$ cat config.mk
export PLATFORM = sky130hd
export DESIGN_NAME = lfsr_rng
export DESIGN_NICKNAME = d
export VERILOG_FILES = /design/src/rtl/lfsr_rng.sv
export SDC_FILE = /design/constraint.sdc
export NUM_CORES = 1
export LEC_CHECK = 0
export ABC_AREA = 0
export BUFFER_PORTS_ARGS = -buffer_cell sky130_fd_sc_hd__buf_4
export CAP_MARGIN = 5
export CORE_UTILIZATION = 53
export CTS_CLUSTER_SIZE = 8
export DETAILED_ROUTE_END_ITERATION = 8
export PLACE_DENSITY = 0.78
export SLEW_MARGIN = 20
export SYNTH_ARGS = -nofsm -noshare
export SYNTH_HDL_FRONTEND = slang
export SYNTH_SLANG_ARGS = --single-unit
$ cat constraint.sdc
create_clock -name clock -period 1.98 [get_ports clock]
set_input_delay 0.297 -clock clock [delete_from_list [all_inputs] [get_ports clock]]
set_output_delay 0.297 -clock clock [all_outputs]
set_load 0.005 [all_outputs]
$ cat src/rtl/lfsr_rng.sv
// Galois LFSR random source with a one-entry valid/ready output buffer and ranged draw.
// Define LFSR_LOCKUP_GUARD_EN to replace a zero seed load with SEED.
module lfsr_rng #(
    parameter int unsigned WIDTH = 32,
    parameter logic [31:0] TAPS  = 32'h8020_0003,
    parameter logic [31:0] SEED  = 32'h0000_001F,
    parameter int unsigned RANGE = 4,
    parameter int unsigned OUT_W = 3
) (
    input  logic             clock,
    input  logic             reset,
    input  logic             enable,
    input  logic             seed_load,
    input  logic [WIDTH-1:0] seed_in,
    output logic             out_valid,
    input  logic             out_ready,
    output logic [WIDTH-1:0] data,
    output logic [OUT_W-1:0] small_data,
    output logic [15:0]      draw_count
);

    localparam logic [WIDTH-1:0] TAPS_W  = TAPS[WIDTH-1:0];
    localparam logic [WIDTH-1:0] SEED_W  = SEED[WIDTH-1:0];
    localparam logic [WIDTH-1:0] RANGE_W = WIDTH'(RANGE);

    logic [WIDTH-1:0] state_q, state_d;
    logic [WIDTH-1:0] data_q, data_d;
    logic [OUT_W-1:0] small_q, small_d;
    logic             valid_q, valid_d;
    logic [15:0]      count_q, count_d;

    logic             xfer;
    logic [WIDTH-1:0] step;
    logic [WIDTH-1:0] load_val;
    logic [OUT_W-1:0] ranged;

    assign xfer   = valid_q & out_ready;
    assign step   = (state_q >> 1) ^ (state_q[0] ? TAPS_W : '0);
    // Remainder is below RANGE, so truncating to OUT_W bits before the +1 is lossless.
    assign ranged = OUT_W'(state_q % RANGE_W) + OUT_W'(1);

`ifdef LFSR_LOCKUP_GUARD_EN
    assign load_val = (seed_in == '0) ? SEED_W : seed_in;
`else
    assign load_val = seed_in;
`endif

    always_comb begin
        state_d = state_q;
        data_d  = data_q;
        small_d = small_q;
        valid_d = valid_q;
        count_d = count_q + (xfer ? 16'd1 : 16'd0);
        if (seed_load) begin
            state_d = load_val;
            valid_d = 1'b0;
        end else if (enable) begin
            state_d = step;
            if (!valid_q || xfer) begin
                data_d  = state_q;
                small_d = ranged;
                valid_d = 1'b1;
            end
        end else if (xfer) begin
            valid_d = 1'b0;
        end
    end

    always_ff @(posedge clock or negedge reset) begin
        if (!reset) begin
            state_q <= SEED_W;
            data_q  <= '0;
            small_q <= '0;
            valid_q <= 1'b0;
            count_q <= '0;
        end else begin
            state_q <= state_d;
            data_q  <= data_d;
            small_q <= small_d;
            valid_q <= valid_d;
            count_q <= count_d;
        end
    end

    assign out_valid  = valid_q;
    assign data       = data_q;
    assign small_data = small_q;
    assign draw_count = count_q;

endmodule

-- After elaboration in Yosys (flattened, before gate mapping)
Index checks and enable logic that the tools add are counted.
- bitwise gates (word level): 3
- equality and inequality tests: 1
- add/subtract/negate cells: 2
- reductions and logical operators: 6
- mux-type cells: 8
- operators with widths (cell ; number):
    32-bit two-way mux ; 3
    31-bit by 32-bit bitwise XOR with 32-bit output ; 1
    16-bit by 1-bit adder with 16-bit output ; 1
    1-bit two-way mux ; 5
    2-bit by 1-bit adder with 3-bit output (second input constant) ; 1
    3-bit by 1-bit != test with 1-bit output (second input constant) ; 1
    3-bit AND reduction ; 1
    3-bit nonzero test ; 1
    2-bit AND reduction ; 1
    2-bit nonzero test ; 1
    1-bit AND ; 1
    1-bit zero test ; 1
    1-bit logical OR ; 1
    1-bit inverter ; 1
- input bits: 37
- output and inout bits: 52
- register bits: 84

-- Depth between registers and ports, before layout
Gate-level depths: netlist of run 1.
- depth in word-level cells: 5
- depth in mapped cells: 7

-- Worst setup path before layout of run 1
No wires, ideal clock.
- path kind: reg2reg
- start point: register count_q[0] (netlist: draw_count[0])
- end point: register count_q[8] (netlist: draw_count[8])
- slack: 0.575 ns
- data required time: 1.855 ns
- path buffers: 1
- setup time: 0.125 ns
- period minus slack after synthesis: 1.405 ns
- arrival time: 1.280 ns
- cell stages (with the launch flop): 8
- cell sequence: dfrtp_1 > and3_1 > ha_1 > and2_0 > clkbuf_1 > nand2_1 > nor2_1 > xor2_1
- longest elaborated chain between the ends: 1
- RTL lines (what ; RTL line ; text):
    start: declaration ; 30 ; logic [15:0] count_q, count_d;
    start signal: assignment ; 81 ; count_q <= count_d;
    16-bit by 1-bit adder with 16-bit output ; 53 ; count_d = count_q + (xfer ? 16'd1 : 16'd0);
    net count_d[8] ; 30 ;
The timed path passes the listed nets, and every way through them passes these cells.
A chain may end at the register's enable or synchronous reset.

-- Worst setup path after layout of run 1
Same ends and word-level chain as after synthesis.

==> results of run 1 <==
## layout make-up
class / count / share of cell area, %
Clock buffer: 11 / 2.901
Clock inverter: 5 / 2.211
Inverter: 2 / 0.1658
Multi-Input combinational cell: 181 / 29.95
Sequential cell: 84 / 46.56
Tap cell: 77 / 2.128
Timing Repair Buffer: 95 / 16.08
## where the power goes
part	total (uW)	internal, uW	switching, uW
Sequential	2230	2000	222
Clock	1420	835	582
Combinational	808	494	314
## layout by cell type (no fill, tap or decap)
cell type,Yosys,routed
mux2_1,29,29
nand4_4,1,1
ha_1,3,3
mux2i_1,30,30
nor4_4,1,1
nand3b_1,1,1
buf_12,0,1
and2_1,2,2
and2_0,1,1
dfstp_2,5,5
nand2b_1,2,2
xor2_1,4,4
dfrtp_1,79,79
xnor2_1,12,12
and3_1,3,3
inv_1,2,2
o21ai_1,11,11
mux2_2,5,5
bufinv_16,0,3
dlygate4sd3_1,0,1
clkbuf_1,8,2
nor2_1,3,3
clkbuf_8,0,9
buf_4,1,93
nor3_2,1,1
nand3_1,3,3
nand4_1,3,3
nand2_1,40,40
o21ai_0,23,23
a21oi_1,2,2
nand3_2,1,1
clkinv_2,0,2
## critical path, delay by kind of cell (launching register included)
| family | cells | cell delay [ns] |
|---|---|---|
| xor gates and xnor gates | 1 | 0.16 |
| and+or+nand+nor | 4 | 0.72 |
| DFF | 1 | 0.37 |
| adders and majority gates | 1 | 0.18 |
## sequential cells by signal, summed over array words and instances (netlist names)
register / cells
small_data: 3
out_valid: 1
state_q: 32
draw_count: 16
data: 32
## per-stage QoR
step	utilization, %	cell area (um^2)
6_report	70.50	4528
3_3_place_gp	66.74	4287
5_1_grt	70.50	4528
4_1_cts	70.50	4528
3_5_place_dp	66.74	4287
2_1_floorplan	-	3563
## how the worst min path moves through the flow
stage,from,cells after the start,to
2_1_floorplan,reset,0,data[0]
3_3_place_gp,reset,1,draw_count[10]
3_5_place_dp,reset,1,state_q[23]
4_1_cts,seed_in[28],3,state_q[28]
5_1_grt,seed_in[25],3,state_q[25]
6_report,seed_in[30],3,state_q[30]
## timing repair
| action | CTS | global route |
|---|---|---|
| endpoints found under the hold margin | 30 | 0 |
| hold buffers | 1 | 0 |
| setup buffers | 0 | 0 |
## routing by layer
layer	GRT usage, %	routed length [um]	vias up
li1	-	-	1154
met1	30.17	3208	1187
met2	32.19	3217	62
met3	3.660	273	11
met4	8.934	100	0
met5	0	0	-
## cell families (layout without fill, tap and decap cells)
family          count (synthesis)  after routing  share of synthesized area, %
compound gates                 36             36                         5.056
xor+xnor                       16             16                         3.932
fa+ha+maj                       3              3                         1.053
buf+inv                        18            113                         2.774
flops                          84             84                         59.16
mux                            64             64                         19.17
simple gates                   62             62                         8.848
==> impl_results.md, run 1 <==
- Cell type contributing the most total cell area after synthesis: dfrtp_1
- CP cell instances: and3_1 -> ha_1 -> and2_0 -> nand2_1 -> nor2_1 -> xor2_1
- Number of enable flip-flop cells after synthesis: 0
- Post-synthesis instance area: 3563 um^2
- End of the worst register-to-register path: draw_count[8]
- Clock root buffer: clkbuf_8
- Bufs on Longest Clock Path: 2
- Number of standard-cell rows in the floorplan: 29
- Worst-case setup slack after placement: 0.4597 ns
- Max incr delay on CP: 0.37 ns
- Hold WS: 0.1581 ns
- Accumulated negative setup slack: 0 ns
- Area delta synth->final: 27.07%
- Register-to-register setup slack: 0.47 ns
- Final RePlAce weighted congestion: 0.7198
- Remaining global-route overflow: 0
- Number of primary I/O pins: 89
- Time the worst path needs with I/O delays and setup: 1.508 ns
- Share of the yosys chip area belonging to registers: 59.16%
- Endpoints failing hold: 0
- Antenna violations before repair: 0
- Aggregate global-route resource usage: 21.16%
- Number of warnings issued by yosys: 0
- Final worst-path cycle share: 76.16%
- Final setup violation count: 0
- Worst reg2reg path depth: 6
- CTS clock-pin slew for the worst setup and hold paths: 0.08 ns
- Antenna fix cells: 0
- Worst setup path startpoint: draw_count[0]
- CP max-delay cell: dfrtp_1
- Worst-skew pair later-pin latency: 0.34 ns
- Count of vias placed by the detailed router: 2414
- Area of the multi-input gates: 1356 um^2
- Data arrival time of the worst path: 1.77 ns
- Data required time of the worst path: 2.25 ns
- Initial DRC count: 97
- Worst flop-to-flop path startpoint: draw_count[0]
- Avg Synthesized Cell Area: 12.59 um^2
- Drt wl/cell: 14.95 um
- Total core area: 6422 um^2
- PortBufs: 88
- Effective utilization at floorplan: 55.48%
- IR drop worst, VDD: 0.5856 mV
- Max-cap viol count: 0
- Die area: 7055 um^2
- Pwr Total: 4452 uW
- Antenna-violating nets left: 0
- Clock buffers created by TritonCTS: 9
- Largest fanout of any net on the critical path: 6
- Maximum level of the CTS H-tree: 3
- Post-layout nets: 413
- Category of the critical setup timing path: reg2reg
- Post-route DRC: 11
- Share of synthesized flip-flops with an asynchronous set or reset: 100.0%
- Drt pass-1 iters: 6
- Primary flip-flop cell chosen by synthesis mapping: dfrtp_1
- Post-CTS Resized: 0
- Kind of capture point of the worst setup path: flip-flop
- Register bit total from synthesis: 84
- Setup ws final: 0.4720 ns
- Path class of the lowest-slack min-delay path: in2reg
- First-pass GRT wire length: 11.54 mm
- Count of placed standard cells in the final layout, fillers left out: 455
- Slew at the pin closest to its max-slew limit: 0.5727 ns
- Fill cell instance count of the final layout: 479
- Pin count of the biggest net entering global routing: 66
- Die extent in x: 84.00 um
- Wire length after detailed routing: 6.800 mm
- Inst Count DP: 438
- Post-DP HPWL: 4.738 mm
- Top cells by count, synth: dfrtp_1, nand2_1, mux2i_1
- Unrepaired setup endpoints after global routing: false
- Number of global-route vias before repair: 2362
- Count of final max-slew check failures: 0
- Worst Setup Start Kind: flip-flop
- Worst-case headroom to the max-slew limit: 61.82%
- Vias per Instance: 5.305
- Yosys top cell area share: 55.48%
- Max frequency: 0.6631 GHz
- Outcome: finished with violations
- Top post-synthesis cells by area: dfrtp_1, mux2_1, mux2i_1, nand2_1, dfstp_2
- Setup skew after layout: 0.005977 ns
- Violated checks: design-rule violations
- Count of cell types in the netlist: 29
- Post-synth net total: 323
- CTS tree: yes
- Share of cells above drive strength 1: 32.28%
- Number of clock sinks seen by CTS: 84
- P_leak: 0.002240 uW
- Die Y: 84.00 um
- Destination of the critical timing path: draw_count[8]
- Storage cell area: 2108 um^2
- Synthesized netlist cell count: 283
- Library cell with the highest instance count after synthesis: dfrtp_1
- Power density cells: 983.1 nW/um^2
Power figures use the tool's default switching activity.
==> inputs of run 2 (changes only) <==
- CORE_UTILIZATION: 53 -> 48
- PLACE_DENSITY: 0.78 -> 0.74
- clock period: 1.98 -> 1.3 ns (I/O delays scaled with it)
==> impl_results.md, run 2 (same netlist as run 1, synthesis figures left out) <==
- Outcome: finished with violations
- Violated checks: negative setup slack
- Post-DP HPWL: 5.007 mm (+5.7%)
- CP max-delay cell: dfrtp_1
- Worst-case headroom to the max-slew limit: 61.67% (-0.14 points)
- Power density cells: 1517 nW/um^2 (+54%)
- Data arrival time of the worst path: 1.56 ns (-0.21 ns)
- Die extent in x: 88.16 um (+5.0%)
- CP cell instances: nand2b_1 -> nand3b_1 -> buf_12 -> mux2_1
- CTS tree: yes
- Largest fanout of any net on the critical path: 29 (+23)
- Max incr delay on CP: 0.40 ns (+0.03 ns)
- Wire length after detailed routing: 7.064 mm (+3.9%)
- Clock root buffer: clkbuf_8
- Drt wl/cell: 14.45 um (-3.3%)
- Vias per Instance: 5.004 (-5.7%)
- Post-CTS Setup Repair Bufs: 0 (unchanged)
- Post-layout nets: 425 (+2.9%)
- Worst-case setup slack after placement: -0.1430 ns (-0.6026 ns)
- Worst reg2reg path depth: 4 (-2)
- Maximum level of the CTS H-tree: 3 (unchanged)
- Layout Utilization: 65.33% (-5.2 points)
- P_leak: 0.002333 uW (+4.1%)
- Final RePlAce weighted congestion: 0.7041 (-2.2%)
- End of the worst register-to-register path: data[29]
- Effective utilization at floorplan: 49.39% (-6.1 points)
- Final worst-path cycle share: 102.1% (+26 points)
- Die area: 7772 um^2 (+10%)
- Category of the critical setup timing path: reg2reg
- Remaining global-route overflow: 0 (unchanged)
- Antenna violations before repair: 0 (unchanged)
- Path class of the lowest-slack min-delay path: in2reg
- Share of cells above drive strength 1: 35.64% (+3.4 points)
- Fill cell instance count of the final layout: 601 (+25%)
- Aggregate global-route resource usage: 19.73% (-1.4 points)
- Antenna-violating nets left: 0 (unchanged)
- Kind of capture point of the worst setup path: flip-flop
- Count of final max-slew check failures: 0 (unchanged)
- Clock buffers created by TritonCTS: 9 (unchanged)
- Number of clock sinks seen by CTS: 84 (unchanged)
- Hold WS: 0.04244 ns (-0.1157 ns)
- Destination of the critical timing path: data[29]
- Initial DRC count: 74 (-24%)
- Accumulated negative setup slack: -0.2193 ns (-0.2193 ns)
- Setup skew after layout: 0.008239 ns (+0.002262 ns)
- Setup ws final: -0.02710 ns (-0.4991 ns)
- Total core area: 7214 um^2 (+12%)
- Drt pass-1 iters: 4 (-2)
- Pin count of the biggest net entering global routing: 66 (unchanged)
- Worst Setup Start Kind: flip-flop
- Number of primary I/O pins: 89 (unchanged)
- Data required time of the worst path: 1.53 ns (-0.72 ns)
- Final setup violation count: 23 (+23)
- Area delta synth->final: 32.27%
- Endpoints failing hold: 0 (unchanged)
- Worst flop-to-flop path startpoint: out_valid
- Count of vias placed by the detailed router: 2447 (+1.4%)
- Unrepaired setup endpoints after global routing: true
- Number of global-route vias before repair: 2381 (+0.80%)
- Worst setup path startpoint: out_valid
- Die Y: 88.16 um (+5.0%)
- Pwr Total: 7149 uW (+61%)
- Post-route DRC: 0 (-11)
- Antenna fix cells: 0 (unchanged)
- IR drop worst, VDD: 0.6966 mV (+19%)
- Worst-skew pair later-pin latency: 0.36 ns (+0.02 ns)
- PortBufs: 88 (unchanged)
- Register-to-register setup slack: -0.03 ns (-0.50 ns)
- Most common library cell in the layout ignoring fill and taps: buf_4
- Slew at the pin closest to its max-slew limit: 0.5749 ns (+0.002156 ns)
- Bufs on Longest Clock Path: 2 (unchanged)
- CTS clock-pin slew for the worst setup and hold paths: 0.08 ns (about the same)
- Max-cap viol count: 0 (unchanged)
- Time the worst path needs with I/O delays and setup: 1.327 ns (-0.1809 ns)
- First-pass GRT wire length: 11.41 mm (-1.2%)
- Max frequency: 0.7535 GHz (+14%)
- Most frequent cells in the layout: buf_4, dfrtp_1, nand2_1
- Number of standard-cell rows in the floorplan: 31 (+6.9%)
## run 2: stage by stage
stage                     instances  area, um^2
after floorplan                 283        3570
after global placement          472        4419
after detailed placement        472        4419
after CTS                       489        4701
after global routing            489        4713
final                           489        4713
## run 2: timing repair
action / CTS / global route
hold buffers: 1 / 0
hold endpoints to repair: 19 / 0
pin swaps: 1 / 1
setup endpoints to repair: 40 / 41
gates resized for setup: 4 / 3
## run 2: worst min path at each step
stage | start | cells past startpoint | slack, ns | end
2_1_floorplan | reset | 0 | -0.10 | data[0]
3_3_place_gp | reset | 1 | 0.11 | draw_count[11]
3_5_place_dp | reset | 1 | 0.11 | draw_count[11]
4_1_cts | seed_in[8] | 3 | 0.03 | state_q[8]
5_1_grt | seed_in[5] | 3 | 0.04 | state_q[5]
6_report | seed_in[5] | 3 | 0.04 | state_q[5]
## run 2: critical path: cells and delay by family (launching register included)
family / cells / cell delay (ns)
DFF: 1 / 0.40
and+or+nand+nor: 2 / 0.27
buffers and inverters: 1 / 0.21
muxes: 1 / 0.33
## run 2: final cells by class
class	instances	area, um^2	share of cell area (%)
Tap cell	99	123.9	2.628
Clock inverter	6	136.4	2.894
Timing Repair Buffer	107	834.6	17.71
Inverter	2	7.507	0.1593
Sequential cell	84	2108	44.73
Clock buffer	10	127.6	2.708
Multi-Input combinational cell	181	1375	29.17
## run 2: metal layers
layer	global-route usage (%)	vias up	share of wire, %
met2	30.77	67	46
met4	9.091	0	1.6
li1	-	1176	-
met1	25.71	1193	46
met5	0	-	0
met3	5.372	11	5.5
## run 2: report_power, final
group | switching (uW) | leakage, uW | internal [uW]
Sequential | 291 | 0.00104 | 3050
Combinational | 547 | 0.00117 | 856
Clock | 930 | 0.000127 | 1470
==> inputs of run 3 (changes only) <==
- CORE_ASPECT_RATIO: default -> 0.9
==> impl_results.md, run 3 (same netlist as run 1, synthesis figures left out) <==
- Outcome: finished with violations
- IR drop worst, VDD: 0.8151 mV (+17%)
- CP cell instances: nand2b_1 -> nand3b_1 -> buf_4 -> mux2_1
- Pin count of the biggest net entering global routing: 66 (unchanged)
- Data arrival time of the worst path: 1.57 ns (about the same)
- Pwr Total: 6693 uW (-6.4%)
- Number of clock sinks seen by CTS: 84 (unchanged)
- Count of placed standard cells in the final layout, fillers left out: 490 (+0.20%)
- Hold WS: 0.04112 ns (-0.001316 ns)
- Count of vias placed by the detailed router: 2424 (-0.94%)
- Number of primary I/O pins: 89 (unchanged)
- Share of cells above drive strength 1: 40.30% (+4.7 points)
- Portion of total power attributed to combinational logic: 21.7% (+2.1 points)
- Post-DP HPWL: 4.968 mm (-0.78%)
- Standard cell area after detailed placement: 4439 um^2 (+0.45%)
- Antenna violations before repair: 0 (unchanged)
- Antenna fix cells: 0 (unchanged)
- Category of the critical setup timing path: reg2reg
- P_leak: 0.002389 uW (+2.4%)
- Proportion of total power due to net switching: 26.97% (+2.3 points)
- Count of final max-slew check failures: 0 (unchanged)
- Setup skew after layout: 0.01165 ns (+0.003415 ns)
- Path class of the lowest-slack min-delay path: in2reg
- Internal power summed over all cells: 4888 uW (-9.2%)
- Time the worst path needs with I/O delays and setup: 1.338 ns (+0.01098 ns)
- Most common library cell in the layout ignoring fill and taps: buf_4
- Power dissipated by switching net loads: 1805 uW (+2.2%)
- Post-layout nets: 432 (+1.6%)
- Aggregate global-route resource usage: 20.03% (+0.30 points)
- Vias per Instance: 4.947 (-1.1%)
- Number of standard-cell rows in the floorplan: 29 (-6.5%)
- Max-cap viol count: 0 (unchanged)
- Unrepaired setup endpoints after global routing: true
- Fill cell instance count of the final layout: 581 (-3.3%)
- Max incr delay on CP: 0.40 ns (about the same)
- Final RePlAce weighted congestion: 0.7363 (+4.6%)
- Final worst-path cycle share: 102.9% (+0.84 points)
- Total core area: 7112 um^2 (-1.4%)
- Number of global-route vias before repair: 2544 (+6.8%)
- Remaining global-route overflow: 0 (unchanged)
- Clock share of power: 28.1% (-5.5 points)
- Endpoints failing hold: 0 (unchanged)
- CP max-delay cell: dfrtp_1
- Initial DRC count: 108 (+46%)
- Violated checks: negative setup slack
- Post-route DRC: 0 (unchanged)
- Inst Count DP: 468 (-0.85%)
- Data required time of the worst path: 1.53 ns (about the same)
- Slew at the pin closest to its max-slew limit: 0.5906 ns (+0.01570 ns)
- First-pass GRT wire length: 12.19 mm (+6.9%)
- Kind of capture point of the worst setup path: flip-flop
- Area delta synth->final: 34.45%
- Die Y: 83.74 um (-5.0%)
- Sequential Power Share: 50.2% (+3.4 points)
- CTS clock-pin slew for the worst setup and hold paths: 0.09 ns (about the same)
- Clock root buffer: clkbuf_8
- Most frequent cells in the layout: buf_4, dfrtp_1, nand2_1
- CTS tree: yes
- Bufs on Longest Clock Path: 2 (unchanged)
- Die extent in x: 92.82 um (+5.3%)
- Drt pass-1 iters: 4 (unchanged)
- Effective utilization at floorplan: 50.11% (+0.71 points)
- Clock buffers created by TritonCTS: 9 (unchanged)
- Antenna-violating nets left: 0 (unchanged)
- Maximum level of the CTS H-tree: 3 (unchanged)
- Layout Utilization: 67.36% (+2.0 points)
- Drt wl/cell: 14.83 um (+2.7%)
- Worst-skew pair later-pin latency: 0.36 ns (about the same)
- Wire length after detailed routing: 7.267 mm (+2.9%)
- Setup ws final: -0.03808 ns (-0.01098 ns)
- Max frequency: 0.7473 GHz (-0.82%)
- Worst-case headroom to the max-slew limit: 60.63% (-1.0 points)
- PortBufs: 88 (unchanged)
- Power density cells: 1397 nW/um^2 (-7.9%)
- Die area: 7773 um^2 (about the same)
- Largest fanout of any net on the critical path: 8 (-72%)
- Worst Setup Start Kind: flip-flop
- Final design area excluding fillers: 4791 um^2 (+1.6%)
- Final setup violation count: 32 (+39%)
[run 3: cell types whose count changed in the layout (fill, tap and decap cells not counted), moves of 2 or more]
cell,before,now
clkinv_2,0,2
bufinv_16,4,1
nand3_1,3,1
dfrtp_1,79,77
nand2_1,40,38
mux2_4,0,8
dfrtp_2,0,2
mux2_1,29,26
buf_4,103,109
mux2_2,5,0
nand2_2,0,2
[run 3: metrics by stage]
| step | setup WS, ns | setup TNS [ns] |
|---|---|---|
| after floorplan | -0.03409 | -0.05694 |
| after global placement | -0.05582 | -0.1328 |
| after detailed placement | -0.08664 | -1.176 |
| after CTS | -0.05400 | -1.285 |
| after global routing | -0.1405 | -4.242 |
| final | -0.03808 | -0.6869 |
[run 3: cell type report]
type                            instances  area (um^2)  share of cell area [%]
Sequential cell                        84         2111                   44.06
Multi-Input combinational cell        181         1455                   30.37
Timing Repair Buffer                  114        899.6                   18.78
Clock buffer                           10        137.6                   2.873
Tap cell                               93        116.4                   2.429
Clock inverter                          6        63.81                   1.332
Inverter                                2        7.507                  0.1567
[run 3: path summary, 6_finish.rpt]
path                                startpoint        endpoint  slack, ns  cells after the start
worst max register to register       out_valid         data[6]      -0.04                      4
worst min-delay path               seed_in[30]     state_q[30]       0.04                      3
min in group asynchronous                reset        data[27]       0.28                      2
max in group asynchronous                reset     state_q[21]       0.50                      3
worst min register to register  draw_count[15]  draw_count[15]       0.48                      1
worst max-delay path                 out_valid         data[6]      -0.04                      4
[run 3: what timing repair did]
action / 4_1_cts / 5_1_grt
setup buffers: 1 / 5
pin swaps: 7 / 10
endpoints found under the hold margin: 20 / 0
hold buffers: 1 / 0
endpoints found under the setup margin: 41 / 43
gates resized for setup: 4 / 21
[run 3: power by group through the flow]
stage	registers (uW)	clock network, uW	logic, uW
CTS	3360	1920	1440
finish	3360	1880	1450
global placement	3380	0	1370
detailed placement	3390	0	1410
global route	3430	2010	1600
floorplan	3400	0	489
[run 3: critical path: cells and delay by family, from the launching register on]
kind / cells / cell delay [ns]
buffers and inverters: 1 / 0.23
and+or+nand+nor: 2 / 0.28
DFF: 1 / 0.40
muxes: 1 / 0.32
[run 3: layer usage]
metal / share of wire, % / up-vias / track usage (%)
met5: 0 / - / 0
met4: 1.2 / 0 / 6.294
met3: 4.1 / 6 / 5.100
met2: 48 / 54 / 32.22
met1: 46 / 1174 / 26.65
li1: - / 1190 / -
